$ cat src/rtl/life_pkg.sv
// Shared definitions for the Game-of-Life cell: default Conway rule masks,
// the generation state encoding and the neighbour-count width helper.
package life_pkg;

  localparam logic [8:0] LIFE_BIRTH_DEFAULT   = 9'b0_0000_1000;
  localparam logic [8:0] LIFE_SURVIVE_DEFAULT = 9'b0_0000_1100;

  typedef enum logic {
    IDLE  = 1'b0,
    COUNT = 1'b1
  } life_state_t;

  // Bits needed to hold a count of 0..n inclusive.
  function automatic int cnt_width(input int n);
    return (n < 1) ? 1 : $clog2(n + 1);
  endfunction

endpackage

$ cat src/rtl/nbr_popcount.sv
// Combinational population count of the NBR neighbour-alive bits.
// Output is zero-extended to cnt_width(NBR) bits; it can never overflow.
module nbr_popcount
  import life_pkg::*;
#(
  parameter int NBR = 8
) (
  input  logic [NBR-1:0]            nbrs,
  output logic [cnt_width(NBR)-1:0] cnt
);

  localparam int CW = cnt_width(NBR);

  always_comb begin
    cnt = '0;
    for (int i = 0; i < NBR; i++) begin
      cnt = cnt + CW'(nbrs[i]);
    end
  end

endmodule

$ cat src/rtl/life_cell_engine.sv
// One Game-of-Life board cell: step -> count -> rule evaluation, 2-cycle step-to-done.
// Optional saturating survival-age counter built only when LIFE_CELL_AGE_EN is defined.
module life_cell_engine
  import life_pkg::*;
#(
  parameter int           NBR          = 8,
  parameter logic [NBR:0] BIRTH_MASK   = LIFE_BIRTH_DEFAULT,
  parameter logic [NBR:0] SURVIVE_MASK = LIFE_SURVIVE_DEFAULT,
  parameter int           AW           = 4
) (
  input  logic                      clk,
  input  logic                      reset,
  input  logic                      seed_valid,
  input  logic                      seed_val,
  input  logic                      step,
  input  logic [NBR-1:0]            nbrs,
  output logic                      alive,
  output logic [cnt_width(NBR)-1:0] count,
  output logic                      busy,
  output logic                      done,
  output logic                      changed,
  output logic [AW-1:0]             age
);

  localparam int CW = cnt_width(NBR);

  life_state_t   state, state_nxt;
  logic [CW-1:0] pop;
  logic          next_alive;
  logic          capture;
  logic          evaluate;

  nbr_popcount #(.NBR(NBR)) u_popcount (
    .nbrs (nbrs),
    .cnt  (pop)
  );

  always_ff @(posedge clk) begin
    if (reset) state <= IDLE;
    else       state <= state_nxt;
  end

  // Seeding wins in every state; a step arriving while busy is simply dropped.
  always_comb begin
    state_nxt = state;
    if (seed_valid) begin
      state_nxt = IDLE;
    end else begin
      case (state)
        IDLE:    if (step) state_nxt = COUNT;
        COUNT:   state_nxt = IDLE;
        default: state_nxt = IDLE;
      endcase
    end
  end

  always_comb begin
    busy       = (state == COUNT);
    capture    = (state == IDLE) && step && !seed_valid;
    evaluate   = (state == COUNT) && !seed_valid;
    next_alive = alive ? SURVIVE_MASK[count] : BIRTH_MASK[count];
  end

  always_ff @(posedge clk) begin
    if (reset) begin
      alive   <= 1'b0;
      count   <= '0;
      done    <= 1'b0;
      changed <= 1'b0;
    end else begin
      done <= 1'b0;
      if (seed_valid) begin
        alive   <= seed_val;
        changed <= seed_val ^ alive;
      end else if (capture) begin
        count <= pop;
      end else if (evaluate) begin
        alive   <= next_alive;
        changed <= next_alive ^ alive;
        done    <= 1'b1;
      end
    end
  end

`ifdef LIFE_CELL_AGE_EN
  logic [AW-1:0] age_q;

  // Age grows only on alive->alive generations; birth, death and seeding restart it.
  always_ff @(posedge clk) begin
    if (reset || seed_valid) begin
      age_q <= '0;
    end else if (evaluate) begin
      if (alive && next_alive) begin
        if (age_q != {AW{1'b1}}) age_q <= age_q + 1'b1;
      end else begin
        age_q <= '0;
      end
    end
  end

  assign age = age_q;
`else
  assign age = '0;
`endif

endmodule

$ cat config.mk
export PLATFORM = sky130hd
export DESIGN_NAME = life_cell_engine
export DESIGN_NICKNAME = d
export VERILOG_FILES = /design/src/rtl/life_pkg.sv /design/src/rtl/nbr_popcount.sv /design/src/rtl/life_cell_engine.sv
export SDC_FILE = /design/constraint.sdc
export NUM_CORES = 1
export LEC_CHECK = 0
export BUFFER_PORTS_ARGS = -buffer_cell sky130_fd_sc_hd__buf_2
export CAP_MARGIN = 20
export CELL_PAD_IN_SITES_DETAIL_PLACEMENT = 1
export CELL_PAD_IN_SITES_GLOBAL_PLACEMENT = 2
export CORE_MARGIN = 5
export CORE_UTILIZATION = 28
export CTS_CLUSTER_DIAMETER = 40
export CTS_CLUSTER_SIZE = 16
export DETAILED_ROUTE_END_ITERATION = 16
export PLACE_DENSITY = 0.88
export SLEW_MARGIN = 20
export SYNTH_ARGS = -nofsm -noshare
export SYNTH_HDL_FRONTEND = slang
export SYNTH_SLANG_ARGS = --single-unit
$ cat constraint.sdc
create_clock -name clk -period 6.5 [get_ports clk]
set_clock_uncertainty 0.15 [all_clocks]
set_input_delay 1.95 -clock clk [delete_from_list [all_inputs] [get_ports clk]]
set_output_delay 1.95 -clock clk [all_outputs]
set_load 0.02 [all_outputs]
Yosys cells after proc, flatten, opt, wreduce, memory -nomap -nowiden
Memory sizes are Yosys's and may differ from the RTL's. A register that Yosys moved wholly into a read port is not among the register bits.
Cells that the tools add are included.
- add/subtract/negate cells: 7
- order comparisons: 1
- eq/ne operators: 1
- multiplexer cells: 16
- bitwise logic cells: 4
- reduce and logical (&&, ||, !) cells: 9
- operators by type and width (operator ; count):
    adder 4 x 1 -> 4 bit ; 6
    2-to-1 mux 4 bit ; 4
    2-to-1 mux 1 bit ; 11
    < comparator 4 x 5 -> 1 bit (second input constant) ; 1
    AND reduction 2 bit ; 2
    logical AND 1 bit ; 3
    OR reduction 3 bit ; 1
    adder 1 x 1 -> 2 bit ; 1
    != test 2 bit (second input constant) ; 1
    NOT 1 bit ; 2
    case mux 1 bit (2 select lines) ; 1
    nonzero test 2 bit ; 1
    OR reduction 2 bit ; 1
    bitwise XOR 1 bit ; 2
    logical NOT 1 bit ; 1
- register bits after elaboration: 8
- memory bits (read-only): 32
- input bits: 13
- output and inout port bits: 12
- word-level logic and storage cells: 45
- memories kept: 2
- memory list (name ; depth ; width ; read ports ; clocked after Yosys merged registers in ; write ports ; RTL line ; source):
    (no name shown) ; 16 ; 1 ; 1 ; 1 ; 0 ; life_cell_engine.sv:61 ; next_alive = alive ? SURVIVE_MASK[count] : BIRTH_MASK[count];
    (no name shown) ; 16 ; 1 ; 1 ; 1 ; 0 ; life_cell_engine.sv:61 ;

Depth between registers and ports, before layout
Gate-level depths: netlist of run 1.
- depth after elaboration: 9
- gate-level depth with buffers: 10

By module
A second synthesis of run 1 with hierarchy kept.
- cell total of the unflattened synthesis: 70
- area total of the unflattened synthesis: 649.4 um^2
- by module, submodules not included (module ; instances ; cells each ; area each (um^2)):
    life_cell_engine ; 1 ; 46 ; 459.2
    nbr_popcount ; 1 ; 24 ; 190.2

Least setup slack after synthesis of run 1
No wires, ideal clock.
- path type: input port to flip-flop
- start point: input nbrs[0]
- end point: register with a tool-made name
- library setup time: 126 ps
- arrival: 4443 ps
- required time: 6224 ps
- path slack: 1781 ps
- stages on the path: 9
- path buffers: 0
- cell sequence: ha_1 > inv_1 > fa_1 > fa_1 > fa_1 > fa_1 > nor2_8 > a31oi_2 > nor2_1
- RTL lines (element ; RTL line ; source):
    start, declared ; life_cell_engine.sv:16 ; input logic [NBR-1:0] nbrs,

==> summary.txt, run 1 <==
Run status
  – Outcome: completed

Synthesis
  – Yosys warnings: 0
  – Cells after Synth: 68
  – Post-synth EDFFs: 0
  – Mean Syn Cell Area: 9.18 um2
  – Yosys cell types: 26
  – Post-synthesis register bit count: 10
  – Async SR Flop Fraction: 0%
  – Ys flop type: dfxtp_1
  – Synthesized area: 624 um2
  – Seq/Total Area, Yosys: 32.1%

Global route
  – Vias in the first global route: 497
  – GRT overflow: 0
  – Largest net degree at the start of global routing: 10
  – GRT Util Overall: 8.41%
  – First-pass GRT wire length: 2150 um
  – Antenna violations before repair: 0

Setup path
  – Setup crit start: nbrs[0]
  – Critical Path Start Type: input port
  – Setup crit end kind: flip-flop
  – CP required: 6.50 ns
  – Reg2Reg Launch Point: busy$_SDFF_PP0_
  – Reg2Reg Setup Slack: 5.01 ns
  – Max FO, Critical Path: 2
  – Setup CP Type: in -> reg
  – Worst Path Arrival: 4.64 ns

Drt
  – Antenna viol nets, final: 0
  – WL final: 1300 um
  – Drt initial violations: 3
  – Vias: 512
  – DR WL/cell: 11.2 um
  – DRC viols: 0
  – DR pass1 iterations: 2
  – Vias/cell: 4.41

Cells and area
  – Most frequent cells in the layout: buf_2 (20), inv_1 (13), dfxtp_1 (10), nor2_1 (6)
  – Multi-input logic area: 342 um2
  – P&R area growth vs syn: 19.8%
  – Layout cells sized above 1: 30.7%
  – N_diodes: 0
  – # fillers: 281
  – Seq. cell area: 200 um2
  – Commonest non-fill, non-tap cell in the layout: buf_2
  – Fin nets: 110

Die
  – Initial core utilization: 28.8%
  – CORE AREA: 2170 um2
  – Die area: 3270 um2
  – Chip width: 57.2 um
  – Die Span Y: 57.2 um
  – Num ports: 25
  – Row count: 17

Placed design
  – HPWL Detailed: 1120 um
  – # port buffers: 20
  – Placer's final routability congestion estimate: 0.675

CTS
  – Deepest clock path buffer count: 2
  – Hold buffers post-CTS: 0
  – Setup repair bufs after CTS: 0
  – TritonCTS clock tree: built
  – Clock sinks: 10
  – Worst-Skew Late Latency: 0.26 ns
  – Root Buffer: clkbuf_4
  – Clock buffer count from CTS: 3
  – H-tree depth: 1
  – # resized after CTS: 0
  – Worst-path clk slew: 0.06 ns

Pwr
  – Leak: 0.379 nW
  – PwrDens: 218 nW/um2
  – Max VDD drop: 63.2 uV
  – Pwr Total: 0.163 mW

Min path
  – Tightest Hold Check Type: reg -> reg
  – Hold_sp: count[0]$_SDFFE_PP0P_

STA
  – Max-slew violation count: 0
  – Final setup viols: 0
  – Fmax: 216 MHz
  – Crit path time final: 4.64 ns
  – Setup TNS: 0 ns
  – Post-route clock period utilization: 71.3%
  – Fin. Hold Viols: 0
  – Unrepaired setup endpoints after global routing: no

Job
  – Number of max-cap violations: 0
-- cell usage after synthesis, types with 2 or more instances --
cell type  number  area (um2)
a21oi_1         3        15.0
dfxtp_1        10         200
nor2_1          6        22.5
ha_1            3        37.5
a211oi_1        2        15.0
nand2_1         4        15.0
o21ai_1         2        10.0
fa_1            4        80.1
inv_1          13        48.8
nor2b_1         2        12.5
buf_4           4        30.0
-- critical path, cell delays in order --
cell	delay (ns)
buf_2	0.10
ha_1	0.27
inv_1	0.04
fa_1	0.49
fa_1	0.42
fa_1	0.42
fa_1	0.60
nor2_8	0.06
a31oi_2	0.22
nor2_1	0.06
-- metrics by stage --
step | utilization, % | std cells | instance area [um2] | hold slack, ns | setup WS, ns
finish | 34.5 | 116 | 748 | 0.364 | 1.86
global route | 34.5 | 116 | 748 | 0.402 | 1.78
CTS | 34.5 | 116 | 748 | 0.374 | 1.86
detailed placement | 33.4 | 113 | 726 | 0.364 | 1.57
global placement | 33.4 | 113 | 726 | 0.359 | 1.61
floorplan | - | 71 | 636 | 0.387 | 1.78
-- worst paths after layout --
check                           to  cells past startpoint
max                      flip-flop                     10
min          count[0]$_SDFFE_PP0P_                      2
max reg2reg              flip-flop                      4
min reg2reg  count[0]$_SDFFE_PP0P_                      2
-- per-layer routing --
layer | GRT usage [%] | share of wire (%)
met2 | 12.7 | 46
met4 | 4.97 | 1.1
met5 | 0 | 0
met1 | 9.58 | 42
met3 | 4.07 | 11
-- cell type report --
type                       count  area share, %
clock buffer                   3           3.01
sequential                    10           26.8
timing repair buffer          20           13.4
tap                           28           4.68
inverter                      13           6.52
multi-input combinational     42           45.7
-- power breakdown --
part           switching, mW  internal, mW
combinational         0.0309        0.0227
clock                 0.0203        0.0214
sequential           0.00279        0.0654
total                 0.0540         0.109
-- kinds of logic after synthesis --
logic type / share of synthesized area [%]
buffers and inverters: 15.0
and+or+nand+nor: 18.2
DFF: 32.1
xor gates and xnor gates: 1.40
adders and majority gates: 18.8
AOI/OAI and AO/OA: 13.8
other: 0.601
Power figures use the tool's default switching activity.
==> inputs of run 2 (changes only) <==
--- a/config.mk
+++ b/config.mk
@@ -5,16 +5,17 @@
 export SDC_FILE = /design/constraint.sdc
 export NUM_CORES = 1
 export LEC_CHECK = 0
+export ABC_AREA = 1
 export BUFFER_PORTS_ARGS = -buffer_cell sky130_fd_sc_hd__buf_2
 export CAP_MARGIN = 20
 export CELL_PAD_IN_SITES_DETAIL_PLACEMENT = 1
 export CELL_PAD_IN_SITES_GLOBAL_PLACEMENT = 2
 export CORE_MARGIN = 5
-export CORE_UTILIZATION = 28
+export CORE_UTILIZATION = 25
 export CTS_CLUSTER_DIAMETER = 40
 export CTS_CLUSTER_SIZE = 16
 export DETAILED_ROUTE_END_ITERATION = 16
-export PLACE_DENSITY = 0.88
+export PLACE_DENSITY = 0.83
 export SLEW_MARGIN = 20
 export SYNTH_ARGS = -nofsm -noshare
 export SYNTH_HDL_FRONTEND = slang
==> constraint.sdc (replaced) <==
create_clock -name clk -period 4.5 [get_ports clk]
set_clock_uncertainty 0.15 [all_clocks]
set_input_delay 1.35 -clock clk [delete_from_list [all_inputs] [get_ports clk]]
set_output_delay 1.35 -clock clk [all_outputs]
set_load 0.02 [all_outputs]
==> summary.txt, run 2 <==
Run status
  – Outcome: completed (unchanged)

Cells and area
  – Seq. cell area: 200 um2 (unchanged)
  – Commonest non-fill, non-tap cell in the layout: inv_1 (was buf_2)
  – # fillers: 332 (was 281)
  – P&R area growth vs syn: 23.2% (was 19.8%)
  – Most frequent cells in the layout: inv_1 (24), buf_2 (20), nand2_1 (14), dfxtp_1 (10), nor2_1 (8) (was buf_2 (20), inv_1 (13), dfxtp_1 (10), nor2_1 (6))
  – Layout cells sized above 1: 31.0% (was 30.7%)
  – Finished Cell Area: 825 um2 (was 748 um2)
  – Multi-input logic area: 352 um2 (was 342 um2)
  – Fin nets: 134 (was 110)
  – N_diodes: 0 (unchanged)

STA
  – Fmax: 253 MHz
  – Max-slew violation count: 0 (unchanged)
  – Crit path time final: 3.95 ns
  – Post-route clock period utilization: 87.8%
  – Final setup viols: 0 (unchanged)
  – Setup TNS: 0 ns (unchanged)
  – Unrepaired setup endpoints after global routing: no (unchanged)
  – Fin. Hold Viols: 0 (unchanged)

CTS
  – Root Buffer: clkbuf_4 (unchanged)
  – Clock sinks: 10 (unchanged)
  – Clock buffer count from CTS: 3 (unchanged)
  – Hold buffers post-CTS: 0 (unchanged)
  – TritonCTS clock tree: built (unchanged)
  – Worst-path clk slew: 0.07 ns (was 0.06 ns)
  – H-tree depth: 1 (unchanged)
  – Setup repair bufs after CTS: 0 (unchanged)
  – # resized after CTS: 0 (unchanged)
  – Deepest clock path buffer count: 2 (unchanged)
  – Worst-Skew Late Latency: 0.26 ns (about the same)

Pwr
  – Pwr Total: 0.259 mW (was 0.163 mW)
  – Max VDD drop: 125 uV (was 63.2 uV)
  – Leak: 0.480 nW (was 0.379 nW)
  – PwrDens: 314 nW/um2 (was 218 nW/um2)

Drt
  – Antenna viol nets, final: 0 (unchanged)
  – DR WL/cell: 9.64 um (was 11.2 um)
  – Vias: 573 (was 512)
  – DRC viols: 0 (unchanged)
  – WL final: 1380 um (was 1300 um)
  – Vias/cell: 4.01 (was 4.41)
  – Drt initial violations: 24 (was 3)
  – DR pass1 iterations: 4 (was 2)

Setup path
  – CP bufs+invs: 3 (was 2)
  – Setup crit start: nbrs[0] (unchanged)
  – Critical path cell sequence: buf_2 > ha_1 > inv_1 > fa_1 > fa_1 > fa_1 > fa_1 > nand2_1 > inv_1 > nor2_1 > nand2_1 > nand3_2 > nand2_2 > nor2_2 (was buf_2 > ha_1 > inv_1 > fa_1 > fa_1 > fa_1 > fa_1 > nor2_8 > a31oi_2 > nor2_1)
  – Max FO, Critical Path: 2 (unchanged)
  – Worst Path Arrival: 4.00 ns (was 4.64 ns)
  – Slowest Stage Delay on Critical Path: 0.46 ns (was 0.60 ns)
  – Setup crit end kind: flip-flop (unchanged)
  – Reg2Reg Setup Slack: 3.33 ns (was 5.01 ns)
  – Setup CP Type: in -> reg (unchanged)
  – CP max stage cell: fa_1 (unchanged)
  – Critical path's top delay family: adder cells (unchanged)
  – Critical Path Start Type: input port (unchanged)
  – Reg2Reg Launch Point: busy$_SDFF_PP0_ (unchanged)
  – CP required: 4.55 ns (was 6.50 ns)
  – Most used cell along the critical path: fa_1 (unchanged)

Synthesis
  – Yosys cell types: 21 (was 26)
  – Yosys warnings: 0 (unchanged)
  – Post-synth top cells: inv_1 (24), nand2_1 (14), dfxtp_1 (10) (was inv_1 (13), dfxtp_1 (10), nor2_1 (6))
  – Seq/Total Area, Yosys: 29.9% (was 32.1%)
  – Mean Syn Cell Area: 7.44 um2 (was 9.18 um2)
  – Post-synth EDFFs: 0 (unchanged)
  – Area leader, netlist: dfxtp_1 (unchanged)
  – Ys flop type: dfxtp_1 (unchanged)
  – Synthesized area: 669 um2 (was 624 um2)
  – Most common cell in the netlist: inv_1 (unchanged)
  – Cells after Synth: 90 (was 68)
  – Post-synthesis register bit count: 10 (unchanged)
  – Async SR Flop Fraction: 0% (unchanged)
  – Top post-synthesis cells by area: dfxtp_1 (30%), inv_1 (13%), fa_1 (12%) (was dfxtp_1 (32%), fa_1 (13%), inv_1 (7.8%))
  – Yosys top cell area share: 29.9% (was 32.1%)

Die
  – Num ports: 25 (unchanged)
  – Die area: 3810 um2 (was 3270 um2)
  – Row count: 18 (was 17)
  – Initial core utilization: 26.5% (was 28.8%)
  – Chip width: 61.7 um (was 57.2 um)
  – CORE AREA: 2520 um2 (was 2170 um2)
  – Die Span Y: 61.7 um (was 57.2 um)

Global route
  – Vias in the first global route: 605 (was 497)
  – GRT Util Overall: 8.60% (was 8.41%)
  – GRT overflow: 0 (unchanged)
  – Antenna violations before repair: 0 (unchanged)
  – Largest net degree at the start of global routing: 9 (was 10)
  – First-pass GRT wire length: 2420 um (was 2150 um)

Job
  – Number of max-cap violations: 0 (unchanged)

Placed design
  – # port buffers: 20 (unchanged)
  – Placer's final routability congestion estimate: 0.768 (was 0.675)
  – HPWL Detailed: 1240 um (was 1120 um)
  – Placement Cell Area: 788 um2 (was 726 um2)

Min path
  – Tightest Hold Check Type: reg -> reg (unchanged)
  – Hold_sp: busy$_SDFF_PP0_ (was count[0]$_SDFFE_PP0P_)
[run 2: report_power, final]
group / internal (mW) / switching (mW)
clock: 0.0491 / 0.0309
sequential: 0.0951 / 0.00395
combinational: 0.0316 / 0.0482
[run 2: cell type report]
class / count / share of cell area [%]
Inverter: 26 / 12.0
Tap cell: 30 / 4.55
Multi-Input combinational cell: 53 / 42.6
Clock buffer: 4 / 4.40
Timing Repair Buffer: 20 / 12.1
Sequential cell: 10 / 24.3
[run 2: routing by layer]
layer | wire length (um) | global-route usage, %
met1 | 555 | 10.1
met2 | 712 | 15.1
met3 | 92 | 1.24
met4 | 19 | 4.55
met5 | 0 | 0
[run 2: tightest hold or removal path: cells and delay by family, from the launching register on]
kind / cells / cell delay [ns]
flops: 1 / 0.34
simple gates: 2 / 0.11
[run 2: worst paths after layout]
kind                                   endpoint  cells past startpoint
worst min-delay path            done$_SDFF_PP0_                      2
worst max register to register        flip-flop                      6
worst max-delay path                  flip-flop                     14
worst min register to register  done$_SDFF_PP0_                      2
[run 2: kinds of logic (layout without fill, tap and decap cells)]
kind of cell / count (synthesis) / after routing / synth area share [%]
simple gates: 37 / 37 / 27.7
buf+inv: 30 / 50 / 19.3
flops: 10 / 10 / 29.9
fa+ha+maj: 7 / 7 / 17.6
compound gates: 5 / 5 / 5.05
other cells: 1 / 4 / 0.560
[run 2: through the flow]
step / setup WS (ns) / utilization [%] / hold slack, ns / std cells
after floorplan: 0.525 / - / 0.402 / 93
after global placement: 0.331 / 31.3 / 0.325 / 139
after detailed placement: 0.259 / 31.3 / 0.329 / 139
after CTS: 0.532 / 32.7 / 0.341 / 143
after global routing: 0.422 / 32.7 / 0.362 / 143
final: 0.550 / 32.7 / 0.340 / 143
